<file path="config.mk">
export PLATFORM = sky130hd
export DESIGN_NAME = concurrency_lock
export DESIGN_NICKNAME = d
export VERILOG_FILES = /design/src/rtl/concurrency_lock.sv
export SDC_FILE = /design/constraint.sdc
export NUM_CORES = 1
export LEC_CHECK = 0
export ABC_AREA = 0
export BUFFER_PORTS_ARGS = -buffer_cell sky130_fd_sc_hd__buf_2
export CAP_MARGIN = 25
export CORE_MARGIN = 10
export CORE_UTILIZATION = 49
export CTS_CLUSTER_DIAMETER = 80
export DETAILED_ROUTE_END_ITERATION = 7
export GPL_ROUTABILITY_DRIVEN = 0
export PLACE_DENSITY = 0.8
export SETUP_SLACK_MARGIN = 0.1
export SLEW_MARGIN = 20
export SYNTH_ARGS = -nofsm -noshare
export SYNTH_HDL_FRONTEND = slang
export SYNTH_SLANG_ARGS = --single-unit
export TNS_END_PERCENT = 10
</file>
<file path="constraint.sdc">
create_clock -name clock -period 2 [get_ports clock]
set_clock_uncertainty 0.1 [all_clocks]
set_input_delay 0.4 -clock clock [delete_from_list [all_inputs] [get_ports clock]]
set_output_delay 0.4 -clock clock [all_outputs]
set_load 0.01 [all_outputs]
</file>
<file path="src/rtl/concurrency_lock.sv">
// -----------------------------------------------------------------------------
// concurrency_lock
//
// Per-line mutual-exclusion arbiter between the CPU-side controller and the
// snoopy-side controller of one cache (snoopy invalidate protocol). Each side
// requests a lock on a (tag, index) line before touching tag/state/data.
// A request is granted right away unless the other side holds, or is
// contending for, the same line with a conflicting access. The only
// same-line pair that never conflicts is CPU read vs BUS_READ. On contention
// the snoopy side wins. A CPU whose waiting line is invalidated by a newly
// granted snoop gets a one-cycle cpuInvalidated pulse.
//
// Optional feature (compile-time macro CONCURRENCY_LOCK_STALL_COUNTER_EN):
//   adds a 16-bit saturating stallCount output. It counts the cycles in which
//   either side sits in WAIT with a conflict.
//
// Ports:
//   clock, reset            rising-edge clock, synchronous active-high reset
//   cpuRequest/Tag/Index/Write/Release   CPU lock request and release
//   cpuGrant                CPU holds the lock (registered)
//   cpuInvalidated          one-cycle pulse, aligned with the rising snoopyGrant
//   snoopyRequest/Tag/Index/Command/Release   snoopy lock request and release
//   snoopyGrant             snoopy side holds the lock (registered)
//   stallCount              (macro builds only) saturating stall-cycle count
// -----------------------------------------------------------------------------
module concurrency_lock #(
    parameter int TAG_WIDTH   = 8,
    parameter int INDEX_WIDTH = 4
) (
    input  logic                   clock,
    input  logic                   reset,
    input  logic                   cpuRequest,
    input  logic [TAG_WIDTH-1:0]   cpuTag,
    input  logic [INDEX_WIDTH-1:0] cpuIndex,
    input  logic                   cpuWrite,
    input  logic                   cpuRelease,
    output logic                   cpuGrant,
    output logic                   cpuInvalidated,
    input  logic                   snoopyRequest,
    input  logic [TAG_WIDTH-1:0]   snoopyTag,
    input  logic [INDEX_WIDTH-1:0] snoopyIndex,
    input  logic [1:0]             snoopyCommand,
    input  logic                   snoopyRelease,
    output logic                   snoopyGrant
`ifdef CONCURRENCY_LOCK_STALL_COUNTER_EN
    ,
    output logic [15:0]            stallCount
`endif
);

    typedef enum logic [1:0] {
        IDLE = 2'd0,
        WAIT = 2'd1,
        HELD = 2'd2
    } side_state_e;

    localparam logic [1:0] CMD_BUS_READ           = 2'd0;
    localparam logic [1:0] CMD_BUS_INVALIDATE     = 2'd1;
    localparam logic [1:0] CMD_BUS_READ_EXCLUSIVE = 2'd2;

    side_state_e cpu_state;
    side_state_e snoop_state;

    // Line and access type of the current holder, captured when the grant is given.
    logic [TAG_WIDTH-1:0]   cpu_held_tag;
    logic [INDEX_WIDTH-1:0] cpu_held_index;
    logic                   cpu_held_write;
    logic [TAG_WIDTH-1:0]   snoop_held_tag;
    logic [INDEX_WIDTH-1:0] snoop_held_index;
    logic [1:0]             snoop_held_cmd;

    // Same-line pairs conflict unless the pair is CPU read vs BUS_READ.
    function automatic logic pair_conflicts(input logic write, input logic [1:0] cmd);
        return write || (cmd != CMD_BUS_READ);
    endfunction

    // A side that releases this cycle no longer blocks anyone this cycle.
    // That lets a waiter be granted on the edge right after the release.
    logic cpu_hold_live;
    logic snoop_hold_live;
    logic snoop_pending;
    logic snoop_blocked;
    logic cpu_blocked;
    logic snoop_grant_now;
    logic cpu_grant_now;
    logic invalidate_now;

    assign cpu_hold_live   = (cpu_state == HELD) && !cpuRelease;
    assign snoop_hold_live = (snoop_state == HELD) && !snoopyRelease;

    // A snoopy request still competing for the lock. This includes a new
    // request raised in the same cycle as a release. Because the snoopy side
    // has priority, this keeps a waiting CPU out between back-to-back snoops.
    assign snoop_pending = snoopyRequest && ((snoop_state != HELD) || snoopyRelease);

    assign snoop_blocked = cpu_hold_live
                         && (snoopyTag == cpu_held_tag) && (snoopyIndex == cpu_held_index)
                         && pair_conflicts(cpu_held_write, snoopyCommand);

    assign cpu_blocked = (snoop_hold_live
                          && (cpuTag == snoop_held_tag) && (cpuIndex == snoop_held_index)
                          && pair_conflicts(cpuWrite, snoop_held_cmd))
                       || (snoop_pending
                          && (cpuTag == snoopyTag) && (cpuIndex == snoopyIndex)
                          && pair_conflicts(cpuWrite, snoopyCommand));

    // A request made in the release cycle is evaluated only from the next
    // cycle, so a HELD side is never re-granted here.
    assign snoop_grant_now = (snoop_state != HELD) && snoopyRequest && !snoop_blocked;
    assign cpu_grant_now   = (cpu_state != HELD) && cpuRequest && !cpu_blocked;

    assign invalidate_now = snoop_grant_now
                          && ((snoopyCommand == CMD_BUS_INVALIDATE)
                              || (snoopyCommand == CMD_BUS_READ_EXCLUSIVE))
                          && cpuRequest && (cpu_state != HELD)
                          && (cpuTag == snoopyTag) && (cpuIndex == snoopyIndex);

    // NOTE: sequential state uses non-blocking assignments so every register
    // samples the pre-edge values regardless of statement order.
    always_ff @(posedge clock) begin
        if (reset) begin
            cpu_state        <= IDLE;
            snoop_state      <= IDLE;
            cpuGrant         <= 1'b0;
            snoopyGrant      <= 1'b0;
            cpuInvalidated   <= 1'b0;
            cpu_held_tag     <= '0;
            cpu_held_index   <= '0;
            cpu_held_write   <= 1'b0;
            snoop_held_tag   <= '0;
            snoop_held_index <= '0;
            snoop_held_cmd   <= CMD_BUS_READ;
        end else begin
            cpuInvalidated <= invalidate_now;

            // CPU side FSM. A release without a grant is ignored.
            if (cpu_state == HELD) begin
                if (cpuRelease) begin
                    cpu_state <= IDLE;
                    cpuGrant  <= 1'b0;
                end
            end else if (cpu_grant_now) begin
                cpu_state      <= HELD;
                cpuGrant       <= 1'b1;
                cpu_held_tag   <= cpuTag;
                cpu_held_index <= cpuIndex;
                cpu_held_write <= cpuWrite;
            end else if (cpuRequest) begin
                cpu_state <= WAIT;
            end else begin
                cpu_state <= IDLE;
            end

            // Snoopy side FSM.
            if (snoop_state == HELD) begin
                if (snoopyRelease) begin
                    snoop_state <= IDLE;
                    snoopyGrant <= 1'b0;
                end
            end else if (snoop_grant_now) begin
                snoop_state      <= HELD;
                snoopyGrant      <= 1'b1;
                snoop_held_tag   <= snoopyTag;
                snoop_held_index <= snoopyIndex;
                snoop_held_cmd   <= snoopyCommand;
            end else if (snoopyRequest) begin
                snoop_state <= WAIT;
            end else begin
                snoop_state <= IDLE;
            end
        end
    end

`ifdef CONCURRENCY_LOCK_STALL_COUNTER_EN
    logic stall_now;
    assign stall_now = ((cpu_state == WAIT) && cpuRequest && cpu_blocked)
                    || ((snoop_state == WAIT) && snoopyRequest && snoop_blocked);

    always_ff @(posedge clock) begin
        if (reset) begin
            stallCount <= '0;
        end else if (stall_now && (stallCount != 16'hFFFF)) begin
            stallCount <= stallCount + 16'd1;
        end
    end
`endif

endmodule
</file>
* After elaboration in Yosys (flattened, before gate mapping) *
Cells that the tools add are included.

word-level totals
  register bits after elaboration = 34
  latch bits = 0
  RAM bits = 0
  ROM bits = 0
  output and inout bits = 3
  word-level logic and storage cells = 80
  memories = 0

operators by class
  add/sub/neg operators = 0
  multiply operators = 0
  div/mod/pow operators = 0
  order comparisons = 0
  equal/unequal tests = 14
  shift-type cells = 0
  muxes and demuxes = 14
  bitwise operators = 2
  reductions and logical operators = 39

operator list
  operator              count
  $eq A8 B8 Y1          3
  $logic_and A1 B1 Y1   21
  $eq A4 B4 Y1          3
  $mux W2               6
  $mux W1               8
  $ne A2 B2 Y1 const B  4
  $reduce_and A2 Y1     4
  $reduce_bool A2 Y1    4
  $eq A2 B2 Y1 const B  3
  $logic_or A1 B1 Y1    6
  $logic_not A1 Y1      4
  $eq A2 B1 Y1 const B  1
  $not A1 Y1            2

* Logic depth before layout (Yosys ltp) *
  word-level depth = 12
  gate-level depth with buffers = 8
  mapped depth without buffers = 7

* Worst setup path before layout *
OpenSTA, ideal clock, no wires.

  path kind = in2reg
  start = input port snoopyRelease
  end = register cpu_held_index[3]
  arrival time = 1.872 ns
  required time = 1.780 ns
  slack = -0.091 ns
  stages = 6
  buffers on the path = 1
  cell sequence = or3b_4 > or3_4 > nor4_4 > a211oi_2 > buf_6 > mux2i_1

between the ends
  word-level cells in the longest chain between the ends = 9
  elaborated cells on any way between the ends = 14

RTL lines
  element                                                 line      RTL
  from (decl)                                             43        input logic snoopyRelease,
  $logic_not A1 Y1 or $logic_or A1 B1 Y1 (tied branches)  89, 94
  $logic_and A1 B1 Y1 (on tied branches)                  89, 94
  $logic_and A1 B1 Y1 (on tied branches) (2 in a row)     101, 104
  $logic_and A1 B1 Y1 (on tied branches)                  102, 105
  $logic_or A1 B1 Y1 *                                    103       || (snoop_pending
  $logic_not A1 Y1 *                                      110       assign cpu_grant_now = (cpu_state != HELD) && cpuRequest && !cpu_blocked;
  $logic_and A1 B1 Y1 *                                   110
  $reduce_and A2 Y1 (no line) *                           n/a
  to (signal assigned)                                    146       cpu_held_index <= cpuIndex;
  to (decl)                                               66        logic [INDEX_WIDTH-1:0] cpu_held_index;

Mark *: on every way between the ends. The rest lies on a longest branch, timed or not.
A chain may end at the register's enable or synchronous reset.

* Final worst setup path *
  start = register snoop_state[1]
  end = register cpu_state[1]

between the ends
  word-level cells in the longest chain between the ends = 11
  elaborated cells on any way between the ends = 16

RTL lines
  element                           line  RTL
  from (decl)                       62    side_state_e snoop_state;
  from (signal assigned)            123   snoop_state <= IDLE;
  from (signal assigned)            157   snoop_state <= IDLE;
  from (signal assigned)            161   snoop_state <= HELD;
  $ne A2 B2 Y1                      94    assign snoop_pending = snoopyRequest && ((snoop_state != HELD) || snoopyRelease);
  $logic_or A1 B1 Y1                94
  $logic_and A1 B1 Y1               94
  $logic_and A1 B1 Y1 (2 in a row)  104   && (cpuTag == snoopyTag) && (cpuIndex == snoopyIndex)
  $logic_and A1 B1 Y1               105   && pair_conflicts(cpuWrite, snoopyCommand));
  $logic_or A1 B1 Y1 *              103
  $logic_not A1 Y1 *                110
  $logic_and A1 B1 Y1 *             110
  $mux W2 *                         142   end else if (cpu_grant_now) begin
  $mux W2 *                         137   if (cpu_state == HELD) begin
  to (signal assigned)              139   cpu_state <= IDLE;
  to (signal assigned)              143   cpu_state <= HELD;
  to (signal assigned)              149   cpu_state <= WAIT;
  to (decl)                         61    side_state_e cpu_state;

Marked as above.

==> results.sh <==
export IMPL_cts_root_buf="clkbuf_8"
export IMPL_num_antenna_cells=0
export IMPL_port_buffers=35
export IMPL_synth_fp_nets=244
export IMPL_hold_depth=3
export IMPL_antenna_found_initial=0
export IMPL_crit_arrival_ns=1.96
export IMPL_cts_hold_buffers_added=0
export IMPL_detail_route_antenna_nets=0
export IMPL_viasPerCell=5.42
export IMPL_vdd_drop_max_v=0.000419
export IMPL_crit_family="simple AND/OR/NAND/NOR gates"
export IMPL_ioPinCount=36
export IMPL_path_clk_slew_ns=0.07
export IMPL_hold_end="snoop_held_cmd[1]"
export IMPL_area_delta_synth_final_pct=28.6
export IMPL_synth_cell_types=32
export IMPL_hold_viol=0
export IMPL_final_area_um2=2400
export IMPL_status="completed"
export IMPL_r2r_end="cpu_state[1]"
export IMPL_async_reset_ff_share_pct=0
export IMPL_ys_ff_latch=34
export IMPL_max_stage_delay_ns=0.38
export IMPL_h_tree_depth=2
export IMPL_drt_first_iter_violations=195
export IMPL_dpl_cell_area_um2=2230
export IMPL_end_kind="flop"
export IMPL_clkLatencyLatePin_ns=0.29
export IMPL_grt_pass1_wl_mm=7.95
export IMPL_slew_violations=0
export IMPL_numCtsBuffers=5
export IMPL_drc_errors=0
export IMPL_worst_setup_path_type="reg2reg"
export IMPL_cap_violations=0
export IMPL_drive_gt1_share_pct=29.1
export IMPL_rsz0062_at_grt="yes"
export IMPL_grt_pass1_vias=1662
export IMPL_finalPower_mw=1.59
export IMPL_fmax_mhz=525
export IMPL_slew_headroom_pct=59.3
export IMPL_hp_class="in2reg"
export IMPL_dr_pass1_iters=5
export IMPL_setup_violations=0
export IMPL_cts_tree="built"
export IMPL_rows=22
export IMPL_die_area_um2=6680
export IMPL_worstHoldStart="snoopyCommand[1]"
export IMPL_utilization_pct=65.6
export IMPL_die_w_um=81.7
export IMPL_crit_required_ns=2.06
export IMPL_synth_warnings=0
export IMPL_core_um2=3660
export IMPL_slowest_stage="or3b_4"
export IMPL_start_kind="flop"
export IMPL_synth_edf_count=0
export IMPL_crit_chain="or3b_4, or3_4, nor4_4, buf_4, a211o_1, a21oi_1"
export IMPL_grt_util_all_layers_pct=15.4
export IMPL_worstPathMaxFanout=2
export IMPL_clk_path_buf_depth=2
export IMPL_vias=1714
export IMPL_post_drt_wl_per_cell_um=16.5
export IMPL_ff2ff_setup_slack_ns=0.09
export IMPL_cts_sinks=34
export IMPL_yosysSeqAreaShare_pct=36.4
export IMPL_synth_main_ff_cell="dfxtp_1"
export IMPL_timing_rr_start="snoop_state[1]"
export IMPL_fin_nets=301
export IMPL_power_density_nw_per_um2=662
export IMPL_avgSynthCellArea_um2=8.90
export IMPL_dp_hpwl_mm=3.75
export IMPL_fin_ws_ns=0.0934
export IMPL_drt_wl_total_mm=5.22
export IMPL_finalCriticalPeriod_ns=1.91
export IMPL_grt_ovfl_total=0
export IMPL_tightest_slew_ns=0.611
export IMPL_pre_cts_slack_ns=-0.300
export IMPL_grt_max_degree=43
export IMPL_syn_inst=210
export IMPL_min_period_over_period_pct=95.3
export IMPL_synth_area_um2=1870
export IMPL_path_buf_inv=1
export IMPL_fp_dieH_um=81.7
export IMPL_reg2reg_depth=6
export IMPL_initial_core_util_pct=51.0
export IMPL_p_leak_nw=0.985
## power by group
part	switching, mW	leakage [nW]	internal, mW
clock	0.249	0.0482	0.277
combinational	0.157	0.656	0.161
sequential	0.0269	0.281	0.719
## sequential cells by signal, indices dropped and copies added, names as in the netlist
| name | flops |
|---|---|
| snoop_state | 2 |
| cpuGrant | 1 |
| snoop_held_cmd | 2 |
| cpu_held_write | 1 |
| snoop_held_tag | 8 |
| snoopyGrant | 1 |
| cpu_state | 2 |
| cpu_held_tag | 8 |
| cpuInvalidated | 1 |
| cpu_held_index | 4 |
| snoop_held_index | 4 |
## cell type report
| type | instances | area, um2 |
|---|---|---|
| fill | 306 | 1260 |
| tap | 48 | 60.1 |
| multi-input combinational | 160 | 1130 |
| sequential | 34 | 686 |
| timing repair buffer | 61 | 413 |
| inverter | 5 | 18.8 |
| clock inverter | 1 | 5.00 |
| clock buffer | 7 | 86.3 |
## worst max path at each step
stage              startpoint  depth (start not counted)                end  slack [ns]
3_3_place_gp    snoopyRelease                          5    cpu_held_tag[1]       -0.25
5_1_grt        snoop_state[1]                          6       cpu_state[1]       0.007
4_1_cts        snoop_state[1]                          6       cpu_state[1]       -0.04
3_5_place_dp    snoopyRelease                          5    cpu_held_tag[4]       -0.30
2_1_floorplan   snoopyRelease                          6  cpu_held_index[3]        0.08
6_report       snoop_state[1]                          6       cpu_state[1]        0.09
## metrics by stage
step | setup TNS, ns | cells | hold WS, ns
2_1_floorplan | 0 | 210 | 0.346
3_3_place_gp | -4.51 | 305 | 0.345
3_5_place_dp | -5.35 | 305 | 0.346
4_1_cts | -0.120 | 314 | 0.266
5_1_grt | 0 | 316 | 0.280
6_report | 0 | 316 | 0.272
## Yosys cell counts, types with 2 or more instances
cell	number	area share (%)
xnor2_1	26	12
inv_1	5	1.0
nand2b_1	26	8.7
mux2i_1	13	7.0
nor3_1	2	0.54
nor4_1	2	0.67
nand3_1	14	3.8
nand4_1	7	2.3
xor2_1	10	4.7
o21ai_0	17	4.6
a21oi_1	19	5.1
dfxtp_1	34	36
nor2_1	5	1.0
nand2_1	4	0.80
clkbuf_1	9	1.8
## timing repair
item	CTS	global route
pin swaps	8	4
setup endpoints to repair	30	32
gates cloned	0	1
gates resized for setup	1	5
buffers inserted	2	1
hold endpoints to repair	0	0
## cells by family (layout without fill, tap and decap cells)
family / after synthesis / after routing / synth area share [%]
buffers and inverters: 16 / 74 / 3.62
multiplexers: 13 / 13 / 6.97
adder cells (fa/ha/maj): 1 / 1 / 0.670
flip-flops: 34 / 34 / 36.4
AND/OR/NAND/NOR: 70 / 70 / 23.6
AO/OA/AOI/OAI: 40 / 40 / 11.9
XOR/XNOR: 36 / 36 / 16.9
## worst register-to-register path, cell delays in order, from the launching register on
cell	delay [ns]
dfxtp_2	0.32
or3b_4	0.38
or3_4	0.35
nor4_4	0.24
buf_4	0.18
a211o_1	0.13
a21oi_1	0.07
## metal layers
metal / up-vias / wire, um / track usage [%]
li1: 840 / - / -
met1: 796 / 2240 / 18.5
met2: 67 / 2510 / 24.7
met3: 11 / 356 / 4.69
met4: 0 / 107 / 7.14
met5: - / 0 / 0
## cells in the final DEF, fill, tap and decap left out, drive strengths merged
cell / instances
clkinv: 1
xor2: 10
nand4: 7
o21ai: 17
nor2: 5
nor3: 2
dfxtp: 34
ha: 1
a211o: 1
nand2: 4
nand3b: 1
nand4bb: 1
o311ai: 1
and2: 1
and4b: 1
nand3: 14
or2b: 1
or3b: 2
xnor2: 26
and4bb: 1
buf: 60
nor4: 3
or3: 1
a21oi: 19
mux2i: 13
clkbuf: 8
a211oi: 1
inv: 5
o2111a: 1
nand2b: 26
Note: power is estimated with default switching activity, not from simulation.
